<file path="src/rtl/mem_stage_ctrl.sv">
// Memory-stage data-memory controller: word loads/stores on a local RAM
// with a fixed number of wait states, stalling the pipeline while busy.
module mem_stage_ctrl #(
   parameter int WORD_WIDTH  = 32,
   parameter int DEPTH       = 64,
   parameter int BASE_ADDR   = 1024,
   parameter int WAIT_CYCLES = 3
) (
   input  logic                  clk,
   input  logic                  rst,
   input  logic                  mem_r_en,
   input  logic                  mem_w_en,
   input  logic [WORD_WIDTH-1:0] alu_res,
   input  logic [WORD_WIDTH-1:0] st_val,
   output logic                  freeze,
   output logic                  ready,
   output logic [WORD_WIDTH-1:0] mem_result,
   output logic                  addr_err
);

   localparam int IDX_W = $clog2(DEPTH);
   localparam logic [WORD_WIDTH-1:0] BASE = WORD_WIDTH'(BASE_ADDR);
   localparam logic [WORD_WIDTH-1:0] SPAN = WORD_WIDTH'(4 * DEPTH);

   typedef enum logic [1:0] {IDLE, BUSY, DONE} state_t;

   state_t                state;
   logic [3:0]            counter;
   logic [WORD_WIDTH-1:0] cap_addr;
   logic [WORD_WIDTH-1:0] cap_data;
   logic                  cap_store;
   logic [WORD_WIDTH-1:0] mem [DEPTH];

   logic                  req;
   logic [WORD_WIDTH-1:0] off;
   logic [IDX_W-1:0]      index;
   logic                  in_range;

   // Decode works on the captured address so mid-access input changes are ignored;
   // the range test uses the full offset so out-of-range addresses never alias.
   assign req      = mem_r_en | mem_w_en;
   assign off      = cap_addr - BASE;
   assign index    = off[IDX_W+1:2];
   assign in_range = (cap_addr >= BASE) && (off < SPAN);

   // Upstream stalls from the request cycle through the last wait state.
   assign freeze = (state == BUSY) || ((state == IDLE) && req);

   // Access sequencer: capture on request, count wait states, then perform the access.
   always_ff @(posedge clk) begin
      if (rst) begin
         state      <= IDLE;
         counter    <= '0;
         ready      <= 1'b0;
         mem_result <= '0;
         addr_err   <= 1'b0;
         cap_addr   <= '0;
         cap_data   <= '0;
         cap_store  <= 1'b0;
         for (int i = 0; i < DEPTH; i++) begin
            mem[i] <= '0;
         end
      end else begin
         ready <= 1'b0;
         case (state)
            IDLE: begin
               if (req) begin
                  cap_addr  <= alu_res;
                  cap_data  <= st_val;
                  cap_store <= mem_w_en;
                  counter   <= 4'(WAIT_CYCLES - 1);
                  state     <= BUSY;
               end
            end
            BUSY: begin
               if (counter == 4'd0) begin
                  if (cap_store) begin
                     if (in_range) begin
                        mem[index] <= cap_data;
                     end
                  end else begin
                     mem_result <= in_range ? mem[index] : '0;
                  end
                  addr_err <= ~in_range;
                  ready    <= 1'b1;
                  state    <= DONE;
               end else begin
                  counter <= counter - 4'd1;
               end
            end
            DONE: begin
               state <= IDLE;
            end
            default: begin
               state <= IDLE;
            end
         endcase
      end
   end

endmodule

</file>
<file path="config.mk">
export PLATFORM = sky130hd
export DESIGN_NAME = mem_stage_ctrl
export DESIGN_NICKNAME = d
export VERILOG_FILES = /design/src/rtl/mem_stage_ctrl.sv
export SDC_FILE = /design/constraint.sdc
export NUM_CORES = 2
export LEC_CHECK = 0
export CAP_MARGIN = 20
export CELL_PAD_IN_SITES_DETAIL_PLACEMENT = 0
export CELL_PAD_IN_SITES_GLOBAL_PLACEMENT = 1
export CORE_MARGIN = 3
export CORE_UTILIZATION = 40
export DETAILED_ROUTE_END_ITERATION = 8
export PLACE_DENSITY_LB_ADDON = 0.2
export SKIP_CTS_REPAIR_TIMING = 1
export SYNTH_ARGS = -nofsm -noshare
export SYNTH_HDL_FRONTEND = slang
export SYNTH_SLANG_ARGS = --single-unit
</file>
<file path="constraint.sdc">
create_clock -name clk -period 11.3 [get_ports clk]
set_clock_uncertainty 0.2 [all_clocks]
set_input_delay 3.39 -clock clk [delete_from_list [all_inputs] [get_ports clk]]
set_output_delay 3.39 -clock clk [all_outputs]
set_load 0.1 [all_outputs]
</file>
; ---- Word-level counts from Yosys, hierarchy flattened
; Memory sizes are Yosys's and may differ from the RTL's.
; Index checks and enable logic that the tools add are counted.
[word_totals]
register_bits = 105
ramBits = 2048
in_bits = 68
out_inout_bits = 35
elab_cells = 53
mem_count = 1
[op_classes]
addsub = 2
order_cmp = 2
eq_ne = 4
muxes = 19
bitwise_logic = 4
n_reduce_logical = 13
[memory_table]
columns = name, words, word_bits, rd, rd_clocked_by_memory_dff, write_ports, line
row1 = mem, 64, 32, 1, 0, 64, 32  ; logic [WORD_WIDTH-1:0] mem [DEPTH];
[op_table]
columns = op, n
row1 = 2-to-1 mux 32 bit, 2
row2 = greater-or-equal comparator 32 x 11 -> 1 bit (second input constant), 1
row3 = less-than comparator 32 x 9 -> 1 bit (second input constant), 1
row4 = OR reduction 32 bit, 1
row5 = subtractor 32 x 11 -> 32 bit (second input constant), 1
row6 = 2-to-1 mux 1 bit, 10
row7 = 2-to-1 mux 4 bit, 2
row8 = case mux 4 bit (2 select lines), 1
row9 = 2-to-1 mux 6 bit, 1
row10 = AND reduction 2 bit, 3
row11 = AND reduction 3 bit, 2
row12 = logical NOT 4 bit, 1
row13 = 2-to-1 mux 2 bit, 2
row14 = inequality test 2 bit (second input constant), 2
row15 = case mux 2 bit (2 select lines), 1
row16 = subtractor 4 x 1 -> 4 bit (second input constant), 1
row17 = NOT 1 bit, 3
row18 = == test 2 x 1 -> 1 bit (second input constant), 1
row19 = logical AND 1 bit, 2
row20 = logical NOT 2 bit, 1
row21 = inequality test 2 x 1 -> 1 bit (second input constant), 1
row22 = nonzero test 2 bit, 1
row23 = OR reduction 2 bit, 1
row24 = logical OR 1 bit, 1
row25 = bitwise OR 1 bit, 1

; ---- Longest topological paths before layout
[depth]
ltp_word = 11
ltp_mapped = 11

; ---- Worst setup path before layout
; Ideal clock, no wire load.
[synth_timing]
path_type = input to output
startpoint = in mem_w_en
endpoint = out freeze
arrival_time_ns = 4.742
required_ns = 7.710
slack_ns = 2.968
path_stages = 4
n_path_buf = 2
path_cell_list = o21ai_0 > clkbuf_1 > clkbuf_1 > nand2_1
[synth_via]
elab_chain_cells = 3
[synth_lines]
columns = element, line
row1 = from (decl), 12  ; input logic mem_w_en,
row2 = bitwise OR 1 bit, 41  ; assign req = mem_r_en | mem_w_en;
row3 = logical AND 1 bit, 47  ; assign freeze = (state == BUSY) || ((state == IDLE) && req);
row4 = logical OR 1 bit, 47
row5 = to (decl), 15  ; output logic freeze,
; No other way between the ends.

; ---- Final worst setup path
; Same ends and word-level chain as after synthesis.

==> results.md <==
- Layout cells sized above 1: 0.159
- Clock Sink Count: 2,151
- Combinational family with the most area after synthesis: simple AND/OR/NAND/NOR gates
- Clock-pin slew on the worst setup and hold paths: 0.06 ns
- Worst path cell trace: clkdlybuf4s50_1 > o21ai_4 > nand2_1 > clkdlybuf4s50_1
- Post-Place Setup Slack: 2.44 ns
- Fillcell total: 20,700
- CP Capture Type: output port
- Clock latency on the worst-skew pair: 0.88 ns
- Hold/Removal Path Class: reg -> reg
- Adder-cell share of the synthesized area: 0.000269
- Min Tclk post-route: 8.86 ns
- Synth unique cells: 73
- Root Driver: clkbuf_16
- Clk pwr share: 0.397
- Hold Path Origin: cap_addr[11]$_SDFFE_PP0P_
- Initial antenna violation count: 15
- H-tree depth: 4
- Pre-antenna DRT Iters: 7
- Vias in the first global route: 60,700
- Sequential Power Share: 0.493
- #FFs+latches synth: 2,151
- Total CTS buffers: 225
- Fmax: 113 MHz
- Largest net degree at the start of global routing: 98
- Mean post-synth cell area: 13.0 um2
- RSZ-0062 raised after global routing: no
- Top Ports: 103
- Post-route ant nets: 0
- Top_reg_cell synth: edfxtp_1
- Storage cell area: 63,600 um2
- Synth Area in XOR/XNOR: 0.000188
- Synth warn: 0
- Post-synth EDFFs: 2,048
- Setup Viol. Count Final: 0
- Max_cap viols: 0
- # port buffers: 100
- Sw Share: 0.256
- Initial Util: 0.404
- DP HPWL: 202,000 um
- CP Max Fanout: 3
- Setup TNS: 0 ns
- Num rows: 176
- Slew headroom: 0.157
- Area grow syn2layout: 12.4%
- Worst endpoint required time: 7.71 ns
- Area occupied by multi-input gates: 27,000 um2
- Global-route wire length before repair: 493,000 um
- WP data arrival: 5.27 ns
- Multiplexer area fraction after synthesis: 0.0921
- Syn_nets: 7,209
- Leakage: 33.9 nW
- Final WL: 356,000 um
- Hold Fails Final Rpt: 0
- Pwr/cell area: 176 nW/um2
- Fin nets: 7,099
- Via Count: 62,500
- Gr ovfl total: 0
- DR vias/cell: 6.10
- Placer Congestion: 0.893
- Final Cycle Share: 0.784
- Clock buffer depth: 3
- Critical Path Max Stage Delay: 1.14 ns
- Die width: 489 um
- Mapped Cells: 7,139
- DRT iter0 DRCs: 8,632
- Synth Area in Simple Gates: 0.116
- Internal power: 0.0137 W
- Routed len/inst: 34.8 um
- Final worst setup slack: 2.44 ns
- Startpoint class of the critical path: input port
- Total GRT Usage: 0.296
- Worst Path Class, Setup: in -> out
- Sw Pwr: 0.00472 W
- Reg-to-Reg Start: cap_addr[3]$_SDFFE_PP0P_
- DRC Markers: 0
- Die height: 489 um
- Slew @ Worst Pin: 1.26 ns
- Worst Setup SP: mem_w_en
- Sequential share of the synthesized area: 0.682
- Top cell family by delay on the critical path: buffers and inverters
- Crit path top cell by count: clkdlybuf4s50_1
- Status: finished, final reports clean
- CTS tree: built
- Die area: 239,000 um2
- Slew Limit Fails: 0
- CORE AREA: 231,000 um2
- Comb power frac: 0.111
- Total chip power: 0.0184 W
- Slowest stage cell, crit path: clkdlybuf4s50_1
- Max IR drop VDD: 0.168 mV
- Syn Std Cell Area: 93,100 um2
- Post-synthesis compound-gate area fraction: 0.0706
- Async SR Flop Fraction: 0
- CP bufs+invs: 2
==> kinds of logic (layout without fill, tap and decap cells) <==
| family | Yosys count | in the layout |
|---|---|---|
| AND/OR/NAND/NOR | 2719 | 2719 |
| flip-flops | 2151 | 2151 |
| AO/OA/AOI/OAI | 946 | 946 |
| buffers and inverters | 722 | 803 |
| multiplexers | 597 | 597 |
| adder cells (fa/ha/maj) | 2 | 2 |
| XOR/XNOR | 2 | 2 |
| other | 0 | 6 |
==> final timing paths <==
path	to	slack (ns)	cells after the start
min reg2reg	cap_addr[11]$_SDFFE_PP0P_	0.26	2
max reg2reg	mem_result[26]$_SDFFE_PP0P_	5.74	9
max	freeze	2.44	4
min	cap_addr[11]$_SDFFE_PP0P_	0.26	2
==> flip-flops by register name (all words and copies together) (netlist names) <==
| name | flops |
|---|---|
| cap_addr | 30 |
| mem | 2048 |
| mem_result | 32 |
| addr_err | 1 |
| cap_data | 32 |
| cap_store | 1 |
| state | 2 |
| ready | 1 |
| counter | 4 |
==> worst min-delay path, cell delays in order (launching register included) <==
cell and delay, ns:
dfxtp_1 0.31, nand2_1 0.05, a21oi_1 0.05
==> synth_stat cells (92+ instances only) <==
cell type	instances	area (um2)
a21oi_1	163	816
buf_1	201	754
buf_2	233	1170
clkbuf_1	182	683
dfxtp_1	103	2060
edfxtp_1	2048	61500
mux2_2	229	2580
mux2i_1	183	1830
mux4_2	185	4170
nand2_1	389	1460
nor2_1	2156	8090
o221ai_1	92	806
o22ai_1	253	1580
==> cell type report <==
class / instances / share of cell area
clock inverters: 106 / 0.00889
inverters: 14 / 0.000610
multi-input cells: 4266 / 0.258
repair buffers: 371 / 0.0301
clock buffers: 312 / 0.0590
well taps: 3026 / 0.0362
diodes: 6 / 0.000143
flip-flops and latches: 2151 / 0.607
==> cell usage in the layout, fill, tap and decap left out, types with 11 or more instances in the layout <==
cell type / Yosys / final
clkinv_2: 0 / 36
bufinv_16: 0 / 14
edfxtp_1: 2048 / 2048
nand3_1: 33 / 31
nand2_1: 389 / 385
clkbuf_16: 0 / 230
nor2b_1: 29 / 25
o21bai_4: 0 / 64
a222oi_1: 11 / 11
nand2_4: 0 / 24
a22oi_1: 28 / 28
clkbuf_1: 182 / 66
o221ai_1: 92 / 92
nor2_1: 2156 / 2146
dfxtp_1: 103 / 99
o21ai_0: 76 / 75
a21oi_1: 163 / 163
clkinv_1: 0 / 41
o2111ai_1: 11 / 11
mux2i_1: 183 / 183
mux4_2: 185 / 185
a32oi_1: 17 / 17
a22o_1: 18 / 18
clkdlybuf4s50_1: 0 / 99
inv_1: 14 / 11
o31ai_1: 26 / 25
buf_4: 22 / 259
a211oi_1: 24 / 24
a2bb2oi_1: 56 / 56
o22ai_1: 253 / 253
mux2_2: 229 / 229
a221oi_1: 38 / 38
==> power by group through the flow <==
stage          logic, W  registers, W  clock network, W
2_1_floorplan   0.00106       0.00922                 0
3_3_place_gp    0.00200       0.00922                 0
3_5_place_dp    0.00200       0.00924                 0
4_1_cts         0.00200       0.00907           0.00736
5_1_grt         0.00209       0.00909           0.00768
6_report        0.00203       0.00907           0.00731
==> through the flow <==
step	hold WS, ns	area, um2	utilization	instances
final	0.257	105000	0.454	10300
after global routing	0.285	105000	0.453	10200
after CTS	0.258	105000	0.453	10200
after detailed placement	0.249	97500	0.423	9824
after global placement	0.251	97500	0.422	9820
after floorplan	0.236	93100	-	7139
==> per-layer routing <==
| metal | GRT usage | part of all wire | wire, um |
|---|---|---|---|
| met2 | 0.458 | 0.45 | 162000 |
| met5 | 0 | 0.000076 | 27 |
| met1 | 0.399 | 0.39 | 139000 |
| met4 | 0.153 | 0.059 | 21100 |
| met3 | 0.0568 | 0.096 | 34300 |
No activity file was read; power rests on OpenSTA's default activity.
